==> src/rtl/alu_pkg.sv <==
// alu_pkg: op codes, FSM state encoding and decode helper shared by the sequential ALU.
package alu_pkg;
    localparam logic [2:0] ALU_ADD = 3'd0;
    localparam logic [2:0] ALU_MUL = 3'd1;
    localparam logic [2:0] ALU_SUB = 3'd2;
    localparam logic [2:0] ALU_AND = 3'd3;
    localparam logic [2:0] ALU_OR  = 3'd4;
    localparam logic [2:0] ALU_SLT = 3'd5;
    localparam logic [2:0] ALU_SLL = 3'd6;
    localparam logic [2:0] ALU_DIV = 3'd7;
    typedef logic [0:0] state_t;
    localparam state_t ST_IDLE = 1'b0;
    localparam state_t ST_RUN  = 1'b1;
    function automatic logic is_multi(input logic [2:0] op);
        return op == ALU_MUL || op == ALU_DIV;
    endfunction
endpackage

==> src/rtl/alu_seq_if.sv <==
// alu_seq_if: start/ready operand and result bundle between the EX-stage control and the ALU.
interface alu_seq_if #(parameter int WIDTH = 16, parameter int SHW = 4);
    logic             i_start;
    logic [WIDTH-1:0] i_a;
    logic [WIDTH-1:0] i_b;
    logic [2:0]       i_alu_op;
    logic [SHW-1:0]   i_shamt;
    logic [WIDTH-1:0] o_result;
    logic [WIDTH-1:0] o_hi;
    logic             o_zero;
    logic             o_div_zero;
    logic             o_busy;
    logic             o_ready;
    modport master (
        output i_start, i_a, i_b, i_alu_op, i_shamt,
        input  o_result, o_hi, o_zero, o_div_zero, o_busy, o_ready
    );
    modport slave (
        input  i_start, i_a, i_b, i_alu_op, i_shamt,
        output o_result, o_hi, o_zero, o_div_zero, o_busy, o_ready
    );
endinterface

==> src/rtl/alu_muldiv_iter.sv <==
// alu_muldiv_iter: one bit per edge unsigned shift-add multiplier and restoring divider.
// o_lo/o_hi present the next iteration's values so the caller can capture the final step on o_done.
module alu_muldiv_iter #(parameter int WIDTH = 16) (
    input  logic             clk,
    input  logic             rst,
    input  logic             i_go,
    input  logic             i_div,
    input  logic [WIDTH-1:0] i_a,
    input  logic [WIDTH-1:0] i_b,
    output logic             o_done,
    output logic [WIDTH-1:0] o_lo,
    output logic [WIDTH-1:0] o_hi
);
    localparam int CW = $clog2(WIDTH) + 1;
    logic [CW-1:0]    r_cnt;
    logic             r_div;
    logic [WIDTH-1:0] r_d;
    logic [WIDTH-1:0] r_lo;
    logic [WIDTH-1:0] r_hi;
    logic [WIDTH:0]   w_sum;
    logic [WIDTH:0]   w_sh;
    logic [WIDTH-1:0] w_diff;
    logic             w_ge;
    // b == 0 in DIV makes every trial subtract succeed: quotient all ones, remainder a.
    always_comb begin
        w_sum  = {1'b0, r_hi} + (r_lo[0] ? {1'b0, r_d} : {(WIDTH+1){1'b0}});
        w_sh   = {r_hi, r_lo[WIDTH-1]};
        w_ge   = w_sh >= {1'b0, r_d};
        w_diff = w_sh[WIDTH-1:0] - r_d;
        o_hi   = r_div ? (w_ge ? w_diff : w_sh[WIDTH-1:0]) : w_sum[WIDTH:1];
        o_lo   = r_div ? {r_lo[WIDTH-2:0], w_ge} : {w_sum[0], r_lo[WIDTH-1:1]};
        o_done = r_cnt == CW'(1);
    end
    always_ff @(posedge clk) begin
        if (rst) begin
            r_cnt <= '0;
            r_div <= 1'b0;
            r_d   <= '0;
            r_lo  <= '0;
            r_hi  <= '0;
        end else if (i_go) begin
            r_cnt <= CW'(WIDTH);
            r_div <= i_div;
            r_d   <= i_div ? i_b : i_a;
            r_lo  <= i_div ? i_a : i_b;
            r_hi  <= '0;
        end else if (r_cnt != '0) begin
            r_cnt <= r_cnt - CW'(1);
            r_lo  <= o_lo;
            r_hi  <= o_hi;
        end
    end
endmodule

==> src/rtl/alu_seq.sv <==
// alu_seq: registered single-cycle ALU ops plus iterative MUL/DIV behind a start/busy/ready handshake.
module alu_seq import alu_pkg::*; #(
    parameter int WIDTH = 16,
    parameter int SHW   = 4
) (
    input logic        clk,
    input logic        rst,
    alu_seq_if.slave   bus
);
    logic [WIDTH-1:0] w_a;
    logic [WIDTH-1:0] w_b;
    logic [2:0]       w_op;
    logic [SHW-1:0]   w_sh;
    logic [WIDTH-1:0] w_res;
    logic [WIDTH-1:0] w_lo;
    logic [WIDTH-1:0] w_hi;
    logic             w_go;
    logic             w_multi;
    logic             w_done;
    state_t           r_state;
    logic [WIDTH-1:0] r_result;
    logic [WIDTH-1:0] r_hi;
    logic             r_zero;
    logic             r_dz;
    logic             r_dz_pend;
    logic             r_ready;
    assign w_a     = bus.i_a;
    assign w_b     = bus.i_b;
    assign w_op    = bus.i_alu_op;
    assign w_sh    = bus.i_shamt;
    assign w_multi = is_multi(w_op);
    assign w_go    = bus.i_start && r_state == ST_IDLE;
    always_comb begin
        w_res = w_op == ALU_ADD ? w_a + w_b :
                w_op == ALU_SUB ? w_a - w_b :
                w_op == ALU_AND ? w_a & w_b :
                w_op == ALU_OR  ? w_a | w_b :
                w_op == ALU_SLT ? {{(WIDTH-1){1'b0}}, $signed(w_a) < $signed(w_b)} :
                w_op == ALU_SLL ? w_a << w_sh : '0;
    end
    alu_muldiv_iter #(.WIDTH(WIDTH)) u_iter (
        .clk    (clk),
        .rst    (rst),
        .i_go   (w_go && w_multi),
        .i_div  (w_op == ALU_DIV),
        .i_a    (w_a),
        .i_b    (w_b),
        .o_done (w_done),
        .o_lo   (w_lo),
        .o_hi   (w_hi)
    );
    always_ff @(posedge clk) begin
        if (rst) begin
            r_state   <= ST_IDLE;
            r_result  <= '0;
            r_hi      <= '0;
            r_zero    <= 1'b1;
            r_dz      <= 1'b0;
            r_dz_pend <= 1'b0;
            r_ready   <= 1'b0;
        end else begin
            r_ready <= 1'b0;
            if (w_go) begin
                r_dz      <= 1'b0;
                r_dz_pend <= w_op == ALU_DIV && w_b == '0;
                if (w_multi) begin
                    r_state <= ST_RUN;
                end else begin
                    r_result <= w_res;
                    r_hi     <= '0;
                    r_zero   <= w_res == '0;
                    r_ready  <= 1'b1;
                end
            end else if (r_state == ST_RUN && w_done) begin
                r_state  <= ST_IDLE;
                r_result <= w_lo;
                r_hi     <= w_hi;
                r_zero   <= w_lo == '0;
                r_dz     <= r_dz_pend;
                r_ready  <= 1'b1;
            end
        end
    end
    assign bus.o_result   = r_result;
    assign bus.o_hi       = r_hi;
    assign bus.o_zero     = r_zero;
    assign bus.o_div_zero = r_dz;
    assign bus.o_busy     = r_state == ST_RUN;
    assign bus.o_ready    = r_ready;
endmodule
==> src/flat_wrapper.sv <==
// flat-port wrapper written by rule: the top's interface ports become plain ports
module alu_seq_flat import alu_pkg::*;
#(
    parameter int WIDTH = 16,
    parameter int SHW   = 4
)
  (clk, rst, bus_i_start, bus_i_a, bus_i_b, bus_i_alu_op, bus_i_shamt, bus_o_result, bus_o_hi, bus_o_zero, bus_o_div_zero, bus_o_busy, bus_o_ready);
  alu_seq_if #(.WIDTH(WIDTH), .SHW(SHW)) bus_i ();
  input logic clk;
  input logic rst;
  input wire logic [$bits(bus_i.i_start)-1:0] bus_i_start;
  input wire logic [$bits(bus_i.i_a)-1:0] bus_i_a;
  input wire logic [$bits(bus_i.i_b)-1:0] bus_i_b;
  input wire logic [$bits(bus_i.i_alu_op)-1:0] bus_i_alu_op;
  input wire logic [$bits(bus_i.i_shamt)-1:0] bus_i_shamt;
  output wire logic [$bits(bus_i.o_result)-1:0] bus_o_result;
  output wire logic [$bits(bus_i.o_hi)-1:0] bus_o_hi;
  output wire logic [$bits(bus_i.o_zero)-1:0] bus_o_zero;
  output wire logic [$bits(bus_i.o_div_zero)-1:0] bus_o_div_zero;
  output wire logic [$bits(bus_i.o_busy)-1:0] bus_o_busy;
  output wire logic [$bits(bus_i.o_ready)-1:0] bus_o_ready;
  assign bus_i.i_start = bus_i_start;
  assign bus_i.i_a = bus_i_a;
  assign bus_i.i_b = bus_i_b;
  assign bus_i.i_alu_op = bus_i_alu_op;
  assign bus_i.i_shamt = bus_i_shamt;
  assign bus_o_result = bus_i.o_result;
  assign bus_o_hi = bus_i.o_hi;
  assign bus_o_zero = bus_i.o_zero;
  assign bus_o_div_zero = bus_i.o_div_zero;
  assign bus_o_busy = bus_i.o_busy;
  assign bus_o_ready = bus_i.o_ready;
  alu_seq #(.WIDTH(WIDTH), .SHW(SHW)) u_core (.clk(clk), .rst(rst), .bus(bus_i));
endmodule
==> config.mk <==
export PLATFORM = sky130hd
export DESIGN_NAME = alu_seq_flat
export DESIGN_NICKNAME = d
export VERILOG_FILES = /design/src/rtl/alu_pkg.sv /design/src/rtl/alu_seq_if.sv /design/src/rtl/alu_muldiv_iter.sv /design/src/rtl/alu_seq.sv /design/src/flat_wrapper.sv
export SDC_FILE = /design/constraint.sdc
export NUM_CORES = 1
export LEC_CHECK = 0
export ABC_AREA = 0
export CORE_AREA = 5 5 185 187
export CTS_BUF_LIST = sky130_fd_sc_hd__clkbuf_2
export CTS_CLUSTER_DIAMETER = 40
export CTS_CLUSTER_SIZE = 24
export DETAILED_ROUTE_END_ITERATION = 8
export DIE_AREA = 0 0 190 192
export PLACE_DENSITY = 0.5
export SLEW_MARGIN = 10
export SYNTH_ARGS = -nofsm -noshare
export SYNTH_HDL_FRONTEND = slang
export SYNTH_HIERARCHICAL = 1
export SYNTH_SLANG_ARGS = --single-unit
==> constraint.sdc <==
create_clock -name clk -period 2.6 [get_ports clk]
set_input_delay 0.39 -clock clk [delete_from_list [all_inputs] [get_ports clk]]
set_output_delay 0.39 -clock clk [all_outputs]
set_load 0.05 [all_outputs]
==> run_results.csv <==
group,metric,value,unit
setup_path,r2r_cells,13,
floorplan,dieWidth,190,µm
global_routing,grt_max_degree,52,
global_routing,grtUsageTotal,0.214,
sta,slew_headroom,0.256,
clock_network,tritoncts,"done",
yosys,yosysTopAreaCellShare,0.192,
yosys,yosys_warnings,6,
setup_path,worstSetupPathType,"flop to flop",
setup_path,crit_arrival,3230,ps
floorplan,die-area,36500,µm²
sta,finClkSkew,45.9,ps
sta,period_needed,2700,ps
power_and_ir_drop,sw_frac_of_total,0.443,
sta,fin_setup_tns,-276,ps
hold_path,holdCritPathClass,"input pin to flop",
cells_and_area,final_util,0.445,
clock_network,cts_buffer_depth,2,
setup_path,r2r_start,"u_core/u_iter/r_lo[15]",
place,gp_congestion,0.950,
floorplan,core,32300,µm²
place,numPortBuffers,77,
yosys,postSynthCellCount,1195,
yosys,synthArstFlopShare,0,
place,dpl_cell_area,13100,µm²
detailed_routing,wl_met3,1760,µm
global_routing,overflow,0,
detailed_routing,drt-pass1-iter-count,5,
cells_and_area,drive_gt1_frac,0.401,
detailed_routing,dr_wl_met2,18600,µm
setup_path,required,3130,ps
setup_path,cp_max_fo,2,
power_and_ir_drop,netSwitchingPower,4180,µW
yosys,synth_ff_type,"dfxtp_1",
hold_path,hold_path_end,"u_core/r_dz_pend",
place,place_hpwl,32000,µm
detailed_routing,wl,39600,µm
power_and_ir_drop,clkPwrFrac,0.084,
yosys,yosys-top-cells-count,"nor2_1, dfxtp_1, nand2_1, a21oi_1, ha_1",
floorplan,io_pins,78,
setup_path,r2r_end,"u_core/bus.o_hi[14]",
yosys,ys_seq_area_frac,0.192,
cells_and_area,nNetsFinal,1707,
setup_path,cp-start-kind,"flop",
power_and_ir_drop,p_seq_frac,0.187,
cells_and_area,multi_input_area,7950,µm²
clock_network,htreeDepth,3,
run,cap_viol_max_count,0,
yosys,synth_cell_types,95,
sta,hold_ws,227,ps
yosys,syn_avg_cell_area,7.95,µm²
power_and_ir_drop,p_per_area,656,nW/µm²
clock_network,clk_pin_slew,280,ps
sta,report.final.slew_viol_count,0,
setup_path,end_kind,"flop",
yosys,synth_edf_count,0,
yosys,synth-seq-cells,91,
clock_network,clkLatencyLatePin,630,ps
floorplan,die_y,192,µm
cells_and_area,area_growth,51.2,%
detailed_routing,ant_nets,0,
sta,hold_viol_final,0,
global_routing,antenna_found_initial,1,
yosys,synth_area_leader_cell,"dfxtp_1",
hold_path,min_path_cells,5,
clock_network,cts-root-buf,"clkbuf_2",
yosys,synth.most_common_cell,"nor2_1",
hold_path,hp-start,"bus_i_b[0]",
cells_and_area,fill_cells,3276,
yosys,syn_nets,1324,
power_and_ir_drop,p_leak,0.00620,µW
power_and_ir_drop,power_frac_comb,0.728,
cells_and_area,seq_area,1850,µm²
yosys,syn_area,9510,µm²
global_routing,grt_pass1_wl,60900,µm
detailed_routing,vias,10500,
floorplan,rows,66,
power_and_ir_drop,p_int,5250,µW
floorplan,start_util,0.294,
sta,setup_ws,-99.5,ps
clock_network,cts_made_buffers,9,
detailed_routing,drt-met1-wl,17500,µm
sta,timing.fmax,370,MHz
global_routing,first_global_vias,10600,
cells_and_area,final_area,14400,µm²
yosys,netlist_top_cells_area,"dfxtp_1, ha_1, mux2i_1",
detailed_routing,top_layer,"met4",
power_and_ir_drop,ir_worst_vdd,0.000433,V
detailed_routing,via_per_inst,5.19,
status,failed_checks,"setup timing",
sta,setup_viol,7,
sta,fin_crit_sh,1.04,
sta,worst_slew_pin_slew,1110,ps
clock_network,cts_sinks,91,
detailed_routing,route.detailed.drc,0,
detailed_routing,wl_per_cell,19.6,µm
detailed_routing,first_iter_violations,669,
status,outcome,"finished, violations left",
sta,rsz0062_at_grt,"yes",
setup_path,reg2reg_slack,-100,ps
==> flip-flops by register name, summed over array words and instances (netlist names) <==
signal,flops
u_core/u_iter/r_hi,16
u_core/bus.o_busy,1
u_core/u_iter/r_d,16
u_core/bus.o_result,16
u_core/u_iter/r_cnt,5
u_core/bus.o_zero,1
u_core/bus.o_hi,16
u_core/r_dz_pend,1
u_core/bus.o_ready,1
u_core/u_iter/r_lo,16
u_core/u_iter/r_div,1
u_core/bus.o_div_zero,1
==> repair_timing <==
item,in CTS,in global routing
endpoints found under the setup margin,42,36
gates resized for setup,140,82
hold endpoints to repair,3,0
buffers inserted,20,16
hold buffers,1,0
pin swaps,50,51
==> how the worst max path moves through the flow <==
stage	endpoint	slack, ps	start	cells past startpoint
after floorplan	u_core/bus.o_zero	-80	bus_i_a[8]	12
after global placement	u_core/bus.o_zero	-1010	bus_i_a[1]	14
after detailed placement	u_core/bus.o_zero	-980	bus_i_b[3]	14
after CTS	u_core/bus.o_hi[14]	-140	u_core/u_iter/r_lo[15]	13
after global routing	u_core/bus.o_hi[14]	-230	u_core/u_iter/r_lo[15]	13
final	u_core/bus.o_hi[14]	-100	u_core/u_iter/r_lo[15]	13
==> power by group through the flow <==
stage	Combinational, µW	Sequential, µW	Clock, µW
2_1_floorplan	3460	1830	0
4_1_cts	6390	1750	837
3_3_place_gp	5780	1770	0
6_report	6860	1770	794
5_1_grt	7390	1790	887
3_5_place_dp	5800	1770	0
==> layout make-up <==
cell class              instances  share of cell area
clock buffers                   9             0.00313
repair buffers                439               0.249
inverters                      83              0.0218
flip-flops and latches         91               0.129
multi-input cells             954               0.553
diodes                          1            0.000174
well taps                     442              0.0385
clock inverters                 7             0.00575
==> cell families (layout without fill, tap and decap cells) <==
family | count (synthesis) | count (layout) | synth area share
AND/OR/NAND/NOR | 376 | 376 | 0.198
AO/OA/AOI/OAI | 368 | 368 | 0.276
buffers and inverters | 150 | 538 | 0.0691
multiplexers | 100 | 100 | 0.126
flip-flops | 91 | 91 | 0.192
adder cells (fa/ha/maj) | 87 | 87 | 0.118
XOR/XNOR | 23 | 23 | 0.0212
other | 0 | 1 | 0
==> critical path, cell delays in order (launching register included) <==
cell       delay, ps
dfxtp_2          400
inv_2             50
ha_4             160
fa_2             370
nor2b_4          170
o2111ai_4        130
and3b_1          230
o31ai_1          230
buf_4            180
a21oi_4           60
xnor2_2          130
a21oi_2          190
mux2i_1           90
a22o_1           210
==> metal layers <==
metal | vias to the layer above | GRT usage
met4 | 0 | 0.0846
li1 | 5159 | -
met3 | 70 | 0.0349
met5 | - | 0
met2 | 272 | 0.356
met1 | 5022 | 0.276
==> stage by stage <==
step / std cells / setup slack, ps / power (µW)
after CTS: 2010 / -140 / 8980
after detailed placement: 1973 / -984 / 7570
after floorplan: 1195 / -78.0 / 5300
final: 2026 / -99.5 / 9420
after global routing: 2026 / -234 / 10100
after global placement: 1973 / -1010 / 7550
==> cells in the final DEF, fill, tap and decap left out, types with 14 or more instances in the layout <==
master	netlist	routed
nor3_1	25	20
a22o_1	18	18
buf_4	5	343
dfxtp_2	0	15
dlygate4sd2_1	0	16
dfxtp_1	91	73
nand2b_1	14	14
a21oi_2	2	14
inv_1	82	64
ha_1	83	48
mux2_2	36	37
nand2_1	87	84
nand3_1	17	15
nor2_1	115	113
a21oi_1	84	70
ha_4	0	28
and2_1	21	18
o21ai_1	6	15
inv_2	1	18
o21ai_0	61	49
nor2b_1	31	28
clkdlybuf4s50_1	0	55
a211oi_1	41	31
mux2i_1	48	45
Power figures use the tool's default switching activity.
==> edit 1 (config.mk and constraints unchanged) <==
`SHW` is set to 4 in 3 places; all go to 8.
--- a/src/rtl/alu_seq_if.sv
+++ b/src/rtl/alu_seq_if.sv
@@ -1,5 +1,5 @@
 // alu_seq_if: start/ready operand and result bundle between the EX-stage control and the ALU.
-interface alu_seq_if #(parameter int WIDTH = 16, parameter int SHW = 4);
+interface alu_seq_if #(parameter int WIDTH = 16, parameter int SHW = 8);
     logic             i_start;
     logic [WIDTH-1:0] i_a;
     logic [WIDTH-1:0] i_b;
--- a/src/rtl/alu_seq.sv
+++ b/src/rtl/alu_seq.sv
@@ -1,7 +1,7 @@
 // alu_seq: registered single-cycle ALU ops plus iterative MUL/DIV behind a start/busy/ready handshake.
 module alu_seq import alu_pkg::*; #(
     parameter int WIDTH = 16,
-    parameter int SHW   = 4
+    parameter int SHW   = 8
 ) (
     input logic        clk,
     input logic        rst,
--- a/src/flat_wrapper.sv
+++ b/src/flat_wrapper.sv
@@ -2,7 +2,7 @@
 module alu_seq_flat import alu_pkg::*;
 #(
     parameter int WIDTH = 16,
-    parameter int SHW   = 4
+    parameter int SHW   = 8
 )
   (clk, rst, bus_i_start, bus_i_a, bus_i_b, bus_i_alu_op, bus_i_shamt, bus_o_result, bus_o_hi, bus_o_zero, bus_o_div_zero, bus_o_busy, bus_o_ready);
   alu_seq_if #(.WIDTH(WIDTH), .SHW(SHW)) bus_i ();
Ports: changed (resized bus_i_shamt); port bits go from 78 to 82. No check against the original RTL was run, so the function may have changed too.
==> edit 1 against the original RTL <==
The run still ends with negative setup slack left; wire length down 3.6%; sequential cell count unchanged; clock power down 3.0%; first-iteration DRC count up 19%; synthesized area up 0.57%; total power up 2.8%; non-clock buffer count up 5; core utilization down 0.18 points; final area down 0.40%; clock skew up 0.0028 ns; setup slack worse by 0.028 ns.
==> edit 1: results (changes against the original RTL) <==
- Routed len/inst: 18.6 um (-4.7%)
- Clock power share: 7.9% (-0.5 points)
* TNS Setup: -0.688 ns (-0.412 ns)
* Final weighted congestion in routability-driven placement: 0.945 (-0.56%)
* Detailed placer's ending HPWL: 30.9 mm (-3.4%)
* Transition time of the tightest slew-check pin: 0.727 ns (-0.384 ns)
- The net switching power figure is 4.37 mW (+4.6%).
- Share of Yosys cell area claimed by the top area cell type: 19.1% (-0.11 points)
- The maximum VDD drop was 0.600 mV (+39%).
- The total wire length is 38.2 mm (-3.6%).
- The checks that failed: negative setup slack.
- The run finished, with violations left.
* Maximum number of pins on one net before global-route repair: 41 (-21%)
- The net count of the mapped netlist was 1351 (+2.0%).
* P_comb: 7.17 mW (+4.5%)
- Synthesized-area fraction occupied by adder cells: 11.7% (-0.066 points)
* GRT Overall Usage: 20.6% (-0.71 points)
* Clk pin slew, worst setup/hold paths: 0.32 ns (+0.04 ns)
- Distinct cell type count of the synthesized netlist: 101 (+6.3%)
- The power consumed by the clock network was 0.770 mW (-3.0%).
* Ratio of cells with drive above 1 in the final layout: 37.5% (-2.6 points)
- Antenna violations before repair: 1 (unchanged)
- Final #Nets: 1732 (+1.5%)
* Setup violations, final: 13 (+6)
- Leakage power of the design: 6.23 nW (+0.50%)
- PnR worst setup slack: -0.127 ns (-0.0277 ns)
* CP arrival: 3.33 ns (+0.10 ns)
- The xor-xnor portion of the synthesized cell area came to 3.02% (+0.90 points).
- The maximum clock skew at final layout is 0.0487 ns (+0.00284 ns).
- The global-route wire length before repair was 59.6 mm (-2.1%).
- The share of the synthesized area in compound gates (AO/OA/AOI/OAI) was 26.9% (-0.63 points).
* Cells taking the most area after synthesis: sky130_fd_sc_hd__dfxtp_1 (19%), sky130_fd_sc_hd__ha_1 (11%), sky130_fd_sc_hd__mux2i_1 (6.3%)
* Post-Place Cells: 2009 (+1.8%)
- The portion of the post-synthesis area used by sequential elements came to 19.1% (-0.11 points).
* Average instance area after synthesis: 7.85 um2 (-1.3%)
* DR vias/cell: 5.15 (-0.89%)
- Dpl ws: -1.07 ns (-0.0823 ns)
* DRT iter0 DRCs: 793 (+19%)
- The share of cell area taken by muxes after synthesis is 11.6% (-1.1 points).
- The number of global-route vias before repair came to 10700 (+1.1%).
- Port Buffer Count: 81 (+5.2%)
[edit 1: changes by cell type after synthesis, moves of 10 or more]
cell,unedited run,this run
sky130_fd_sc_hd__nand2_1,87,100
sky130_fd_sc_hd__o21ai_0,61,71
sky130_fd_sc_hd__nor3_1,25,35
sky130_fd_sc_hd__nor2_1,115,126
sky130_fd_sc_hd__mux2i_1,48,60
[edit 1: area by class of cell]
cell class                 count  area (um2)
antenna                        3        7.51
clock buffer                   9        45.0
clock inverter                 7        70.1
fill                        3228       18000
inverter                      77         289
multi-input combinational    976        7860
sequential                    91        1850
tap                          442         553
timing repair buffer         444        3640
[edit 1: what timing repair did]
action,in CTS,in global routing
hold buffers,1,0
setup endpoints to repair,41,41
resized for setup,126,72
buffers inserted,16,5
pin swaps,42,30
hold endpoints to repair,3,0
[edit 1: layer usage]
layer	part of all wire, %	global-route usage, %	vias up
met5	0	0	-
met4	2.6	5.37	0
met3	3.6	2.60	60
met2	49	37.0	255
met1	44	26.2	5030
li1	-	-	5203
[edit 1: final timing paths]
path,startpoint,end,slack [ns],depth (start not counted)
max reg2reg,u_core/u_iter/r_lo[15],u_core/bus.o_hi[14],-0.13,13
min,bus_i_b[5],u_core/r_dz_pend,0.17,5
max,u_core/u_iter/r_lo[15],u_core/bus.o_hi[14],-0.13,13
min reg2reg,u_core/bus.o_result[5],u_core/bus.o_result[5],0.48,2
[edit 1: worst max-delay path: cells and delay by family, from the launching register on]
kind	cells	cell delay, ns
buf+inv	2	0.21
mux	1	0.10
flops	1	0.41
fa+ha+maj	2	0.52
xor+xnor	1	0.13
compound gates	5	0.82
simple gates	2	0.42
==> edit 2 (same settings) <==
Without the edit above. Make the reset (`rst`) asynchronous in 2 clocked blocks.
--- a/src/rtl/alu_muldiv_iter.sv
+++ b/src/rtl/alu_muldiv_iter.sv
@@ -31,7 +31,7 @@
         o_lo   = r_div ? {r_lo[WIDTH-2:0], w_ge} : {w_sum[0], r_lo[WIDTH-1:1]};
         o_done = r_cnt == CW'(1);
     end
-    always_ff @(posedge clk) begin
+    always_ff @(posedge clk or posedge rst) begin
         if (rst) begin
             r_cnt <= '0;
             r_div <= 1'b0;
--- a/src/rtl/alu_seq.sv
+++ b/src/rtl/alu_seq.sv
@@ -49,7 +49,7 @@
         .o_lo   (w_lo),
         .o_hi   (w_hi)
     );
-    always_ff @(posedge clk) begin
+    always_ff @(posedge clk or posedge rst) begin
         if (rst) begin
             r_state   <= ST_IDLE;
             r_result  <= '0;
Function: differs if rst is asserted again (counterexample within 4 cycles, from zero or initial values and one cycle with rst high); with rst held inactive, the same outputs for 10 cycles.
==> edit 2 against the original RTL <==
The run still ends with negative setup slack left; core utilization is 0.28 points higher; sequential share of layout area is 2.9 points higher; first-iteration DRC count is 19% higher; non-clock buffer count is 6 higher; final area is 0.63% higher; wire length is 4.9% lower; sequential cell count stayed put; fmax is 3.4% lower; via count is 3.0% lower; synthesized cell count is 2.8% lower; synthesized area is 0.16% lower; setup slack worse by 0.095 ns; critical endpoint is now u_core/u_iter/r_hi[14]; largest cell class unchanged.
Power is not compared: it rests on default switching activity, and its combinational part moved more than twofold at a synthesized area within 25%.
==> edit 2: results (changes against the original RTL) <==
* Result of the run: finished with violations
- Violated checks: negative setup slack
- Post-route insts no fill: 2001 (-1.2%)
- The number of distinct library cell variants in the gate-level netlist after synthesis is 75 (-21%).
- Setup violations, final: 34 (+27)
- The mean routed wirelength per cell was 18.8 um (-3.8%).
- Ranking of synthesized cells by instance count: sky130_fd_sc_hd__nand2_1 (117), sky130_fd_sc_hd__nor2_1 (97), sky130_fd_sc_hd__dfrtp_1 (90), sky130_fd_sc_hd__ha_1 (83), sky130_fd_sc_hd__a21oi_1 (77)
- Net count of the mapped netlist: 1291 (-2.5%)
- The overall via count from detail_route came to 10200 (-3.0%).
* Post-Place Cells: 1942 (-1.6%)
* Proportion of synthesized chip area in sequential cells: 24.0% (+4.8 points)
- The fraction of registers with async set/reset was 100% (+100 points).
- DRT iter0 DRCs: 797 (+19%)
- Final weighted congestion in routability-driven placement: 0.936 (-1.5%)
- The detailed placer's ending HPWL is 30.2 mm (-5.7%).
- Min-Delay Path Class: in2async
* Wire length of the first global-routing pass: 57.8 mm (-5.1%)
* Critical-path maximum fanout: 3 (+1)
- The gate count of the mapped netlist was 1162 (-2.8%).
- Skew final: 0.0394 ns (-0.00647 ns)
* Ratio of cells with drive above 1 in the final layout: 37.7% (-2.4 points)
* PnR worst setup slack: -0.195 ns (-0.0953 ns)
- CP arrival: 3.38 ns (+0.15 ns)
* Cells taking the most area after synthesis: sky130_fd_sc_hd__dfrtp_1 (24%), sky130_fd_sc_hd__ha_1 (11%), sky130_fd_sc_hd__mux2i_1 (7.0%)
- The maximum number of pins on one net before global-route repair is 55 (+5.8%).
- The clock reaches the later pin of the worst-skew pair after 0.64 ns.
* Via count of the first global-routing pass: 10600 (+0.10%)
* Final #Nets: 1682 (-1.5%)
* Layout filler cell count: 3180 (-2.9%)
* Transition time of the tightest slew-check pin: 0.703 ns (-0.408 ns)
- The overall fraction of global-route tracks in use came to 20.1% (-1.3 points).
## edit 2: routing by layer
layer / share of wire, % / GRT usage [%] / wire length, um / up-vias
li1: - / - / - / 4991
met1: 43 / 25.1 / 16300 / 4875
met2: 50 / 36.1 / 18800 / 286
met3: 3.8 / 2.27 / 1430 / 58
met4: 3.0 / 6.71 / 1120 / 0
met5: 0 / 0 / 0 / -
## edit 2: worst max-delay path, stage by stage (launching register included)
cell                       delay, ns
sky130_fd_sc_hd__dfrtp_1        0.49
sky130_fd_sc_hd__and2_1         0.19
sky130_fd_sc_hd__ha_1           0.31
sky130_fd_sc_hd__a211oi_2       0.30
sky130_fd_sc_hd__o21ai_2        0.13
sky130_fd_sc_hd__a311oi_2       0.32
sky130_fd_sc_hd__nand2b_1       0.21
sky130_fd_sc_hd__a21oi_2        0.10
sky130_fd_sc_hd__or3_1          0.40
sky130_fd_sc_hd__o211a_4        0.17
sky130_fd_sc_hd__a21o_1         0.17
## edit 2: what timing repair did
action                                  CTS  global route
hold buffers                              0             0
setup buffers                            24            22
pin swaps                                61            59
endpoints found under the setup margin   43            45
gates resized for setup                  83           111
## edit 2: final timing paths
path                       slack [ns]                     end                 start  depth (start not counted)
setup / recovery                -0.19  u_core/u_iter/r_hi[14]  u_core/u_iter/r_d[1]                         10
hold / removal                   0.09      u_core/bus.o_hi[1]                   rst                          2
setup reg to reg                -0.19  u_core/u_iter/r_hi[14]  u_core/u_iter/r_d[1]                         10
hold reg to reg                  0.51     u_core/bus.o_hi[11]   u_core/bus.o_hi[11]                          2
max in group asynchronous        1.91       u_core/bus.o_zero                   rst                          3
min in group clk                 0.25   u_core/u_iter/r_lo[0]            bus_i_b[0]                          4
## edit 2: final cells by class
type	count	area (um2)	area share [%]
diodes	1	2.50	0.0173
clock buffers	9	45.0	0.311
clock inverters	7	73.8	0.510
inverters	76	285	1.97
multi-input cells	930	7530	52.1
flip-flops and latches	91	2280	15.8
well taps	442	553	3.82
repair buffers	445	3700	25.6
## edit 2: logic make-up after synthesis
kind of cell    Yosys count  synth area share [%]
xor+xnor                 37                  3.41
mux                     114                  13.8
flops                    91                  24.0
fa+ha+maj                87                  11.8
buf+inv                 141                  6.02
compound gates          311                  21.5
simple gates            381                  19.4
## edit 2: power by group through the flow
stage               sequential [mW]  clock (mW)  combinational [mW]
floorplan                      3.38           0                6.29
global placement               2.63           0                11.6
detailed placement             2.65           0                11.7
CTS                            2.62       0.810                12.7
global route                   2.72       0.853                15.6
finish                         2.64       0.769                14.5
## edit 2: through the flow
stage | worst slack [ns] | setup TNS, ns
after floorplan | 0.00154 | 0
after global placement | -1.10 | -17.67
after detailed placement | -1.09 | -18.36
after CTS | -0.167 | -2.30
after global routing | -0.292 | -5.29
final | -0.195 | -2.50
